`src/rtl/random_start_timer_if.sv`:
```
// Handshake bundle between the game controller and the random start timer.
// The controller is the master and the timer is the slave.
interface random_start_timer_if #(
  parameter int CNT_W = 12
);
  logic             tick;
  logic             rin;
  logic             start;
  logic             abort;
  logic             btn_any;
  logic             busy;
  logic             go;
  logic             foul;
  logic [CNT_W-1:0] delay_val;

  modport master (
    output tick, rin, start, abort, btn_any,
    input  busy, go, foul, delay_val
  );

  modport slave (
    input  tick, rin, start, abort, btn_any,
    output busy, go, foul, delay_val
  );
endinterface

```
`src/rtl/random_start_timer.sv`:
```
// Collects RAND_BITS serial LFSR bits, counts MIN_DELAY + rand game ticks, then opens
// a round with go. A button press while waiting is a false start and raises foul.
module random_start_timer #(
  parameter int RAND_BITS = 8,
  parameter int MIN_DELAY = 500,
  parameter int CNT_W     = 12
) (
  input  logic                        clk,
  input  logic                        rst,
  random_start_timer_if.slave         bus
);

  localparam int BC_W = (RAND_BITS > 2) ? $clog2(RAND_BITS) : 1;

  localparam logic [2:0] ST_IDLE    = 3'd0;
  localparam logic [2:0] ST_COLLECT = 3'd1;
  localparam logic [2:0] ST_WAIT    = 3'd2;
  localparam logic [2:0] ST_GO      = 3'd3;
  localparam logic [2:0] ST_FOUL    = 3'd4;

  logic [2:0]           state_r;
  logic [2:0]           state_nxt_s;
  // Only the older RAND_BITS-1 bits are stored; the newest bit comes straight from rin.
  logic [RAND_BITS-2:0] shreg_r;
  logic [RAND_BITS-2:0] shreg_nxt_s;
  logic [BC_W-1:0]      bitcnt_r;
  logic [BC_W-1:0]      bitcnt_nxt_s;
  logic [CNT_W-1:0]     cnt_r;
  logic [CNT_W-1:0]     cnt_nxt_s;
  logic [CNT_W-1:0]     dly_r;
  logic [CNT_W-1:0]     dly_nxt_s;
  logic                 busy_r;
  logic                 go_r;
  logic                 foul_r;
  logic [RAND_BITS-1:0] rand_s;
  logic [CNT_W-1:0]     load_s;

  assign rand_s = {shreg_r, bus.rin};
  assign load_s = CNT_W'(MIN_DELAY) + CNT_W'(rand_s);

  // Next-state and datapath decision, abort first, then button, tick expiry, start.
  always_comb begin
    state_nxt_s  = state_r;
    shreg_nxt_s  = shreg_r;
    bitcnt_nxt_s = bitcnt_r;
    cnt_nxt_s    = cnt_r;
    dly_nxt_s    = dly_r;
    if (bus.abort) begin
      state_nxt_s = ST_IDLE;
    end else begin
      case (state_r)
        ST_IDLE, ST_GO, ST_FOUL: begin
          if (bus.start) begin
            state_nxt_s  = ST_COLLECT;
            shreg_nxt_s  = '0;
            bitcnt_nxt_s = '0;
          end else begin
            state_nxt_s = state_r;
          end
        end
        ST_COLLECT: begin
          shreg_nxt_s = rand_s[RAND_BITS-2:0];
          if (bitcnt_r == BC_W'(RAND_BITS - 1)) begin
            bitcnt_nxt_s = '0;
            cnt_nxt_s    = load_s;
            dly_nxt_s    = load_s;
            state_nxt_s  = ST_WAIT;
          end else begin
            bitcnt_nxt_s = bitcnt_r + BC_W'(1);
          end
        end
        ST_WAIT: begin
          if (bus.btn_any) begin
            state_nxt_s = ST_FOUL;
          end else if (bus.tick && (cnt_r == CNT_W'(1))) begin
            state_nxt_s = ST_GO;
          end else if (bus.tick) begin
            cnt_nxt_s = cnt_r - CNT_W'(1);
          end else begin
            cnt_nxt_s = cnt_r;
          end
        end
        default: begin
          state_nxt_s = ST_IDLE;
        end
      endcase
    end
  end

  // State, datapath and state-decoded output registers.
  always_ff @(posedge clk or negedge rst) begin
    if (!rst) begin
      state_r  <= ST_IDLE;
      shreg_r  <= '0;
      bitcnt_r <= '0;
      cnt_r    <= '0;
      dly_r    <= '0;
      busy_r   <= 1'b0;
      go_r     <= 1'b0;
      foul_r   <= 1'b0;
    end else begin
      state_r  <= state_nxt_s;
      shreg_r  <= shreg_nxt_s;
      bitcnt_r <= bitcnt_nxt_s;
      cnt_r    <= cnt_nxt_s;
      dly_r    <= dly_nxt_s;
      busy_r   <= (state_nxt_s == ST_COLLECT) || (state_nxt_s == ST_WAIT);
      go_r     <= (state_nxt_s == ST_GO);
      foul_r   <= (state_nxt_s == ST_FOUL);
    end
  end

  assign bus.busy      = busy_r;
  assign bus.go        = go_r;
  assign bus.foul      = foul_r;
  assign bus.delay_val = dly_r;

endmodule

```
`src/flat_wrapper.sv`:
```
// flat-port wrapper written by rule: the top's interface ports become plain ports
module random_start_timer_flat 
#(
  parameter int RAND_BITS = 8,
  parameter int MIN_DELAY = 500,
  parameter int CNT_W     = 12
)
  (clk, rst, bus_tick, bus_rin, bus_start, bus_abort, bus_btn_any, bus_busy, bus_go, bus_foul, bus_delay_val);
  random_start_timer_if #(.CNT_W(CNT_W)) bus_i ();
  input  logic clk;
  input  logic rst;
  input wire logic [$bits(bus_i.tick)-1:0] bus_tick;
  input wire logic [$bits(bus_i.rin)-1:0] bus_rin;
  input wire logic [$bits(bus_i.start)-1:0] bus_start;
  input wire logic [$bits(bus_i.abort)-1:0] bus_abort;
  input wire logic [$bits(bus_i.btn_any)-1:0] bus_btn_any;
  output wire logic [$bits(bus_i.busy)-1:0] bus_busy;
  output wire logic [$bits(bus_i.go)-1:0] bus_go;
  output wire logic [$bits(bus_i.foul)-1:0] bus_foul;
  output wire logic [$bits(bus_i.delay_val)-1:0] bus_delay_val;
  assign bus_i.tick = bus_tick;
  assign bus_i.rin = bus_rin;
  assign bus_i.start = bus_start;
  assign bus_i.abort = bus_abort;
  assign bus_i.btn_any = bus_btn_any;
  assign bus_busy = bus_i.busy;
  assign bus_go = bus_i.go;
  assign bus_foul = bus_i.foul;
  assign bus_delay_val = bus_i.delay_val;
  random_start_timer #(.RAND_BITS(RAND_BITS), .MIN_DELAY(MIN_DELAY), .CNT_W(CNT_W)) u_core (.clk(clk), .rst(rst), .bus(bus_i));
endmodule
```
`config.mk`:
```
export PLATFORM = sky130hd
export DESIGN_NAME = random_start_timer_flat
export DESIGN_NICKNAME = d
export VERILOG_FILES = /design/src/rtl/random_start_timer_if.sv /design/src/rtl/random_start_timer.sv /design/src/flat_wrapper.sv
export SDC_FILE = /design/constraint.sdc
export NUM_CORES = 1
export LEC_CHECK = 0
export CORE_ASPECT_RATIO = 0.8
export CORE_MARGIN = 8
export CORE_UTILIZATION = 35
export DETAILED_ROUTE_END_ITERATION = 10
export DONT_BUFFER_PORTS = 1
export GPL_ROUTABILITY_DRIVEN = 0
export SLEW_MARGIN = 20
export SYNTH_ARGS = -nofsm -noshare
export SYNTH_HDL_FRONTEND = slang
export SYNTH_SLANG_ARGS = --single-unit
export TNS_END_PERCENT = 50
```
`constraint.sdc`:
```
create_clock -name clk -period 2.5 [get_ports clk]
set_clock_uncertainty 0.05 [all_clocks]
set_input_delay 0.75 -clock clk [delete_from_list [all_inputs] [get_ports clk]]
set_output_delay 0.75 -clock clk [all_outputs]
set_load 0.01 [all_outputs]
```
======== Yosys cells after proc, flatten, opt, wreduce, memory -nomap -nowiden ========
Index checks and enable logic that the tools add are counted.
W data, S select, Z words.
cells by class
  add/subtract/negate cells ............... 3
  eq/ne operators ......................... 15
  muxes and demuxes ....................... 16
  bitwise operators ....................... 1
  reduce and logical (&&, ||, !) cells .... 9
operators with widths
  kind                     count
  $mux W12                 4
  $pmux W12 S2             1
  $mux W3                  7
  $pmux W7 S2              1
  $eq A12 B1 Y1 const B    1
  $eq A3 B2 Y1 const B     4
  $sub A12 B1 Y12 const B  1
  $add A9 B8 Y10 const A   1
  $eq A3 B3 Y1 const B     3
  $pmux W3 S3              1
  $ne A2 B2 Y1 const B     4
  $mux W7                  1
  $eq A3 B1 Y1 const B     2
  $pmux W3 S2              1
  $reduce_and A3 Y1        2
  $reduce_and A6 Y1        1
  $reduce_bool A2 Y1       2
  $add A3 B1 Y3 const B    1
  $logic_not A3 Y1         1
  $reduce_or A3 Y1         1
  $ne A2 B1 Y1 const B     1
  $logic_and A1 B1 Y1      1
  $logic_or A1 B1 Y1       1
  $not A1 Y1               1
word-level totals
  flip-flop bits (word level) ............. 40
  input bits .............................. 7
  output and inout bits ................... 15
  logic and storage cells ................. 52

======== Depth between registers and ports, before layout ========
Gate-level depths: netlist (run 1).
  word-level depth ........................ 8
  gate-level depth with buffers ........... 9
  gate-level depth less buffers ........... 7

======== Worst setup path before layout (run 1) ========
OpenSTA, ideal clock, no wires.
  path kind ............................... input to register
  start ................................... input bus_abort
  end ..................................... register u_core.cnt_r[11]
  setup time .............................. 0.079 ns
  arrival ................................. 2.102 ns
  required time ........................... 2.371 ns
  setup slack ............................. 0.269 ns
  cell stages on the path ................. 7
  buffers on the path ..................... 2
  cell sequence ........................... buf_1 > nor2_1 > o21ai_0 > a311o_1 > buf_2 > nor4_2 > mux2i_1
on the way
  cells in the longest elaborated chain, start to end .. 2
ends and longest elaborated chain
  element                      RTL line                   RTL
  start: declaration           flat_wrapper.sv:15         input wire logic [$bits(bus_i.abort)-1:0] bus_abort;
  $not A1 Y1 (no line)         -
  $reduce_and A6 Y1 (no line)  -
  end signal: assignment       random_start_timer.sv:105  cnt_r <= cnt_nxt_s;
  end: declaration             random_start_timer.sv:28   logic [CNT_W-1:0] cnt_r;
Every way passes these cells.
A chain may end at the register's enable or synchronous reset.

======== Worst setup path in the final report (run 1) ========
  start ................................... register u_core.bitcnt_r[0]
  end ..................................... register u_core.cnt_r[7]
on the way
  cells in the longest elaborated chain, start to end .. 3
ends and longest elaborated chain
  element                      RTL line                   RTL
  start: declaration           random_start_timer.sv:26   logic [BC_W-1:0] bitcnt_r;
  start signal: assignment     random_start_timer.sv:104  bitcnt_r <= bitcnt_nxt_s;
  $eq A3 B3 Y1                 random_start_timer.sv:63   if (bitcnt_r == BC_W'(RAND_BITS - 1)) begin
  $ne A2 B1 Y1 (no line)       -
  $reduce_and A6 Y1 (no line)  -
Every way passes these cells.

==> results.sh, run 1 <==
export IMPL_seqCellArea_um2=951
export IMPL_grt_antenna_before_repair=0
export IMPL_clock_insertion_delay_worst_skew_ns=0.28
export IMPL_detailedPlacementHpwl_mm=3.12
export IMPL_fp_dieW_um=101
export IMPL_synth_cell_types=46
export IMPL_crit_path_max_incr_delay_ns=0.46
export IMPL_crit_arrival_ns=2.48
export IMPL_floorplan_io_pins=22
export IMPL_synth_async_sr_flop_share_pct=100
export IMPL_synthesis_instances=225
export IMPL_remaining_drc_errors=0
export IMPL_layout_filler_cells=605
export IMPL_cts_sinks=38
export IMPL_groute_usage_overall_pct=10.9
export IMPL_nNetsFinal=233
export IMPL_dominantRegCellSynth="sky130_fd_sc_hd__dfrtp_1"
export IMPL_cts_inserted_buffers=5
export IMPL_setup_worst_path_end_class="flop"
export IMPL_tritoncts_clock_tree="done"
export IMPL_antenna_violating_nets_post_route=0
export IMPL_post_cts_resized=0
export IMPL_power_ir_vdd_worst_mv=0.223
export IMPL_max_freq_mhz=425
export IMPL_layout_cell_area_non_filler_um2=2190
export IMPL_gr_total_overflow=0
export IMPL_detailed_route_vias_per_instance=5.08
export IMPL_cts_htree_levels=2
export IMPL_ratio_of_cells_with_drive_above_1_in_the_final_layout_pct=8.56
export IMPL_floorplan_die_height_um=84.2
export IMPL_grt_pass1_wl_mm=7.42
export IMPL_power_combinational_fraction_pct=5.3
export IMPL_synth_cell_area_um2=2040
export IMPL_cts_hold_fix_buffers=0
export IMPL_synth_ff_latch_count=38
export IMPL_wire_length_per_cell_after_detailed_routing_um=14.2
export IMPL_grt_max_degree=39
export IMPL_number_of_port_buffers=0
export IMPL_die_area_um2=8530
export IMPL_multiInputGateArea_um2=997
export IMPL_rsz_0062_raised_after_global_routing="no"
export IMPL_post_synth_cell_area_avg_um2=9.05
export IMPL_crit_path_frequent_cell="sky130_fd_sc_hd__ha_1"
export IMPL_power_switching_fraction_pct=24.0
export IMPL_initial_core_util_pct=35.4
export IMPL_seq_power_share_pct=57.0
export IMPL_timing_final_max_slew_violations=0
export IMPL_crit_chain="ha_1 > ha_1 > and3b_1 > o21ai_0 > a311o_1 > nor2_1 > o22a_1"
export IMPL_timing_final_crit_period_ns=2.35
export IMPL_timing_critical_path_slowest_stage_cell="sky130_fd_sc_hd__a311o_1"
export IMPL_setup_viol=0
export IMPL_placement_cell_area_um2=2090
export IMPL_route_vias_total=1538
export IMPL_setup_tns_final_ns=0
export IMPL_n_antenna_cell=0
export IMPL_status="finished clean"
export IMPL_type_of_the_worst_min_delay_path="in2async"
export IMPL_cts_root_buffer="sky130_fd_sc_hd__clkbuf_8"
export IMPL_powerDensity_nw_per_um2=532
export IMPL_synthesis_yosys_warnings=0
export IMPL_critical_path_startpoint_type="flop"
export IMPL_power_net_switching_uw=280
export IMPL_dr_pass1_iters=4
export IMPL_worstPathMaxFanout=10
export IMPL_syn2layout_area_growth_pct=7.38
export IMPL_clock_pin_slew_on_the_worst_setup_and_hold_paths_ns=0.08
export IMPL_cts_root_to_sink_buffers=2
export IMPL_core_area_um2=5760
export IMPL_final_period_utilization_pct=94.0
export IMPL_detail_route_wirelength_mm=4.30
export IMPL_detailedRoute_firstIterationViolations=109
export IMPL_timing_setup_critical_path_class="reg2reg"
export IMPL_drv_cap=0
export IMPL_internal_power_uw=884
export IMPL_report_final_hold_viol_count=0
export IMPL_fp_row_count=25
export IMPL_timing_max_slew_rel_slack_pct=63.6
export IMPL_number_of_global_route_vias_before_repair=1437
export IMPL_worst_pin_slew_ns=0.545
export IMPL_synth_enable_flop_cells=0
export IMPL_cts_post_setup_buffers_inserted=0
export IMPL_power_static_leakage_uw=0.000982
export IMPL_p_clk_share_pct=37.7
export IMPL_crit_required_ns=2.63
export IMPL_yosysSeqAreaShare_pct=46.7
export IMPL_ff2ff_path_depth=7
==> synthesized netlist by cell type, types with 3 or more instances <==
library cell / count / area share [%]
sky130_fd_sc_hd__nand2b_1: 5 / 1.5
sky130_fd_sc_hd__a21oi_1: 11 / 2.7
sky130_fd_sc_hd__clkbuf_1: 5 / 0.92
sky130_fd_sc_hd__nor3_1: 10 / 2.5
sky130_fd_sc_hd__buf_2: 7 / 1.7
sky130_fd_sc_hd__o21ai_0: 29 / 7.1
sky130_fd_sc_hd__nor2_1: 15 / 2.8
sky130_fd_sc_hd__a31oi_1: 3 / 0.92
sky130_fd_sc_hd__nand2_1: 45 / 8.3
sky130_fd_sc_hd__nor4_1: 3 / 0.92
sky130_fd_sc_hd__mux2i_1: 3 / 1.5
sky130_fd_sc_hd__ha_1: 5 / 3.1
sky130_fd_sc_hd__inv_1: 4 / 0.74
sky130_fd_sc_hd__dfrtp_1: 38 / 47
==> state kept, by name, summed over array words and instances (netlist names) <==
signal                cells
u_core.state_r            3
u_core.bus.busy           1
u_core.bus.foul           1
u_core.cnt_r             12
u_core.bus.go             1
u_core.shreg_r            7
u_core.bitcnt_r           3
u_core.bus.delay_val     10
==> logic make-up after synthesis <==
kind of cell	after synthesis	share of synthesized area, %
flops	38	46.7
other cells	1	0.184
buf+inv	20	4.49
mux	3	1.48
simple gates	96	24.2
fa+ha+maj	5	3.07
compound gates	58	18.1
xor+xnor	4	1.72
==> power groups by stage <==
stage / Clock [uW] / Sequential [uW] / Combinational [uW]
3_5_place_dp: 0 / 676 / 61.8
5_1_grt: 484 / 668 / 70.8
3_3_place_gp: 0 / 676 / 61.8
6_report: 439 / 664 / 61.3
2_1_floorplan: 0 / 666 / 61.0
4_1_cts: 455 / 664 / 62.1
==> per-layer routing <==
metal	global-route usage [%]	share of wire [%]	vias to the layer above
met4	2.83	0.58	0
met3	3.72	7.2	2
li1	-	-	782
met2	15.3	42	30
met1	15.3	50	724
met5	0	0	-
==> final cells by class <==
cell class	instances	share of cell area (%)
Clock buffer	7	3.95
Sequential cell	38	43.5
Tap cell	81	4.64
Clock inverter	1	0.229
Timing Repair Buffer	4	1.37
Inverter	4	0.687
Multi-Input combinational cell	168	45.6
==> stage by stage <==
stage | utilization, % | setup WS, ns | hold slack, ns | total power, uW | std cells
2_1_floorplan | - | 0.269 | 0.404 | 727 | 226
3_3_place_gp | 36.4 | 0.277 | 0.406 | 737 | 295
3_5_place_dp | 36.4 | 0.148 | 0.406 | 738 | 295
4_1_cts | 38.0 | 0.137 | 0.0944 | 1180 | 303
5_1_grt | 38.0 | 0.0125 | 0.0763 | 1220 | 303
6_report | 38.0 | 0.149 | 0.0998 | 1160 | 303
==> worst max-delay path, delay by kind of cell (launching register included) <==
family          cells  cell delay [ns]
compound gates      3             1.09
fa+ha+maj           2             0.42
flops               1             0.40
simple gates        2             0.30
==> path summary, 6_finish.rpt <==
| check | startpoint | to | slack [ns] |
|---|---|---|---|
| max in group asynchronous | rst | u_core.cnt_r[11] | 2.21 |
| min reg2reg | u_core.bitcnt_r[0] | u_core.bitcnt_r[0] | 0.44 |
| max reg2reg | u_core.bitcnt_r[0] | u_core.cnt_r[7] | 0.15 |
| min in group clk | u_core.bitcnt_r[0] | u_core.bitcnt_r[0] | 0.44 |
| min | rst | u_core.bus.delay_val[2] | 0.1 |
| max | u_core.bitcnt_r[0] | u_core.cnt_r[7] | 0.15 |
==> placed cells by master (no fill, tap or decap), types with 2 or more instances in the layout <==
master,Yosys,routed
sky130_fd_sc_hd__mux2i_1,3,3
sky130_fd_sc_hd__nor2_1,15,15
sky130_fd_sc_hd__clkbuf_8,0,6
sky130_fd_sc_hd__conb_1,1,2
sky130_fd_sc_hd__nand3b_1,2,2
sky130_fd_sc_hd__buf_4,2,4
sky130_fd_sc_hd__nor3_1,10,10
sky130_fd_sc_hd__nor4_1,3,3
sky130_fd_sc_hd__a31oi_1,3,3
sky130_fd_sc_hd__inv_1,4,4
sky130_fd_sc_hd__a21oi_1,11,11
sky130_fd_sc_hd__nand2_1,45,45
sky130_fd_sc_hd__xor2_1,2,2
sky130_fd_sc_hd__o22a_1,2,2
sky130_fd_sc_hd__nor2b_1,2,2
sky130_fd_sc_hd__xnor2_1,2,2
sky130_fd_sc_hd__nand2b_1,5,5
sky130_fd_sc_hd__ha_1,5,5
sky130_fd_sc_hd__a32o_1,2,2
sky130_fd_sc_hd__o21ai_0,29,29
sky130_fd_sc_hd__dfrtp_1,38,38
sky130_fd_sc_hd__o41ai_1,2,2
sky130_fd_sc_hd__nor3b_1,2,2
Note: power is estimated with default switching activity, not from simulation.
==> inputs of run 2 (changes only) <==
CORE_ASPECT_RATIO = default   (was 0.8)
CORE_MARGIN = 2   (was 8)
==> run 2 against run 1 <==
Fmax up 0.63%. Worst hold slack lost 0.0059 ns. Utilization is 0.83 points higher. Combinational power barely moved. Design area down 1.0%. Cell count is 3.3% lower. Clock-buffer cell count is 1 lower. Routed wire length decreased by 1.0%. Die area shrank 24%. Clock power down 6.8%. Power shrank 2.6%. Non-clock buffer count unchanged. Critical endpoint unchanged.
==> results.sh, run 2 (synthesis gave the netlist of run 1 again) <==
export IMPL_crit_required_ns=2.63
export IMPL_crit_path_frequent_cell="sky130_fd_sc_hd__ha_1"
export IMPL_grt_pass1_wl_mm=7.24
export IMPL_nNetsFinal=233
export IMPL_detailedPlacementHpwl_mm=2.98
export IMPL_timing_critical_path_slowest_stage_cell="sky130_fd_sc_hd__a311o_1"
export IMPL_preCtsSetupSlack_ns=0.215
export IMPL_cts_root_to_sink_buffers=2
export IMPL_setup_tns_final_ns=0
export IMPL_dr_pass1_iters=4
export IMPL_antenna_violating_nets_post_route=0
export IMPL_cts_htree_levels=2
export IMPL_die_area_um2=6440
export IMPL_gr_total_overflow=0
export IMPL_tritoncts_clock_tree="done"
export IMPL_crit_chain="ha_1 > ha_1 > and3b_1 > o21ai_0 > a311o_1 > nor2_1 > o22a_1"
export IMPL_syn2layout_area_growth_pct=6.27
export IMPL_wire_length_per_cell_after_detailed_routing_um=14.5
export IMPL_cp_num_buf_inv=0
export IMPL_layout_commonest_cell="sky130_fd_sc_hd__nand2_1"
export IMPL_power_static_leakage_uw=0.000971
export IMPL_post_cts_resized=0
export IMPL_fp_dieW_um=80.3
export IMPL_worst_pin_slew_ns=0.585
export IMPL_layout_cells_most_common_list="sky130_fd_sc_hd__nand2_1, sky130_fd_sc_hd__dfrtp_1, sky130_fd_sc_hd__o21ai_0"
export IMPL_initial_core_util_pct=36.5
export IMPL_timing_final_crit_period_ns=2.34
export IMPL_clock_insertion_delay_worst_skew_ns=0.29
export IMPL_timing_setup_critical_path_class="reg2reg"
export IMPL_detailed_route_vias_per_instance=5.40
export IMPL_n_antenna_cell=0
export IMPL_ratio_of_cells_with_drive_above_1_in_the_final_layout_pct=8.14
export IMPL_placement_cell_area_um2=2080
export IMPL_cts_hold_fix_buffers=0
export IMPL_route_vias_total=1583
export IMPL_clock_pin_slew_on_the_worst_setup_and_hold_paths_ns=0.08
export IMPL_largest_register="u_core.cnt_r"
export IMPL_drv_cap=0
export IMPL_critical_path_startpoint_type="flop"
export IMPL_timing_final_max_slew_violations=0
export IMPL_grt_max_degree=39
export IMPL_detail_route_wirelength_mm=4.26
export IMPL_power_ir_vdd_worst_mv=0.360
export IMPL_detailedRoute_firstIterationViolations=187
export IMPL_crit_path_max_incr_delay_ns=0.44
export IMPL_critPathTopFamily="compound AO/OA/AOI/OAI gates"
export IMPL_core_area_um2=5570
export IMPL_groute_usage_overall_pct=14.6
export IMPL_powerDensity_nw_per_um2=524
export IMPL_postLayoutSetupSlackWorst_ns=0.164
export IMPL_remaining_drc_errors=0
export IMPL_worstPathMaxFanout=10
export IMPL_rsz_0062_raised_after_global_routing="no"
export IMPL_max_freq_mhz=428
export IMPL_final_period_utilization_pct=93.4
export IMPL_status="finished clean"
export IMPL_cts_root_buffer="sky130_fd_sc_hd__clkbuf_8"
export IMPL_layout_cell_area_non_filler_um2=2160
export IMPL_timing_max_slew_rel_slack_pct=60.7
export IMPL_setup_worst_path_end_class="flop"
export IMPL_cts_post_setup_buffers_inserted=0
export IMPL_number_of_port_buffers=0
export IMPL_layout_filler_cells=571
export IMPL_setup_viol=0
export IMPL_fp_row_count=27
export IMPL_number_of_global_route_vias_before_repair=1466
export IMPL_type_of_the_worst_min_delay_path="in2async"
export IMPL_largest_register_ff_count=12
export IMPL_crit_arrival_ns=2.47
export IMPL_report_final_hold_viol_count=0
export IMPL_grt_antenna_before_repair=0
export IMPL_floorplan_io_pins=22
export IMPL_cts_inserted_buffers=5
export IMPL_cts_sinks=38
export IMPL_floorplan_die_height_um=80.3
run 2: layer usage:
layer	GRT usage, %	wire length [um]	part of all wire, %
met1	20.1	2040	48
met3	4.49	172	4.0
met4	5.76	46	1.1
met2	21.2	2000	47
met5	0	0	0
run 2: final timing paths:
| check | start | to | slack (ns) | depth (start not counted) |
|---|---|---|---|---|
| min in group clk | u_core.bitcnt_r[0] | u_core.bitcnt_r[0] | 0.45 | 1 |
| worst max-delay path | u_core.bitcnt_r[0] | u_core.cnt_r[7] | 0.16 | 7 |
| worst min-delay path | rst | u_core.bus.busy | 0.09 | 0 |
| worst min register to register | u_core.bitcnt_r[0] | u_core.bitcnt_r[0] | 0.45 | 1 |
| worst max register to register | u_core.bitcnt_r[0] | u_core.cnt_r[7] | 0.16 | 7 |
| max in group asynchronous | rst | u_core.cnt_r[11] | 2.22 | 0 |
run 2: final cells by class:
| cell class | instances | area [um^2] | area share, % |
|---|---|---|---|
| clock buffers | 6 | 72.6 | 3.35 |
| clock inverters | 1 | 7.51 | 0.347 |
| inverters | 4 | 15.0 | 0.694 |
| multi-input cells | 168 | 997 | 46.1 |
| flip-flops and latches | 38 | 951 | 44.0 |
| well taps | 72 | 90.1 | 4.16 |
| repair buffers | 4 | 30.0 | 1.39 |
run 2: through the flow:
stage	std cells	util (%)	hold WS [ns]	total power, uW
after floorplan	226	-	0.404	727
after global placement	286	37.4	0.405	736
after detailed placement	286	37.4	0.405	737
after CTS	293	38.8	0.0841	1150
after global routing	293	38.8	0.0792	1180
final	293	38.8	0.0939	1130
run 2: worst reg2reg max path, delay by kind of cell (launching register included):
kind	cells	cell delay (ns)
AND/OR/NAND/NOR	2	0.31
adder cells (fa/ha/maj)	2	0.43
AO/OA/AOI/OAI	3	1.06
flip-flops	1	0.40
run 2: report_power, final:
part,switching [uW],total [uW],internal [uW]
combinational,36.4,61.6,25.2
sequential,26.9,663,636
clock,218,409,191
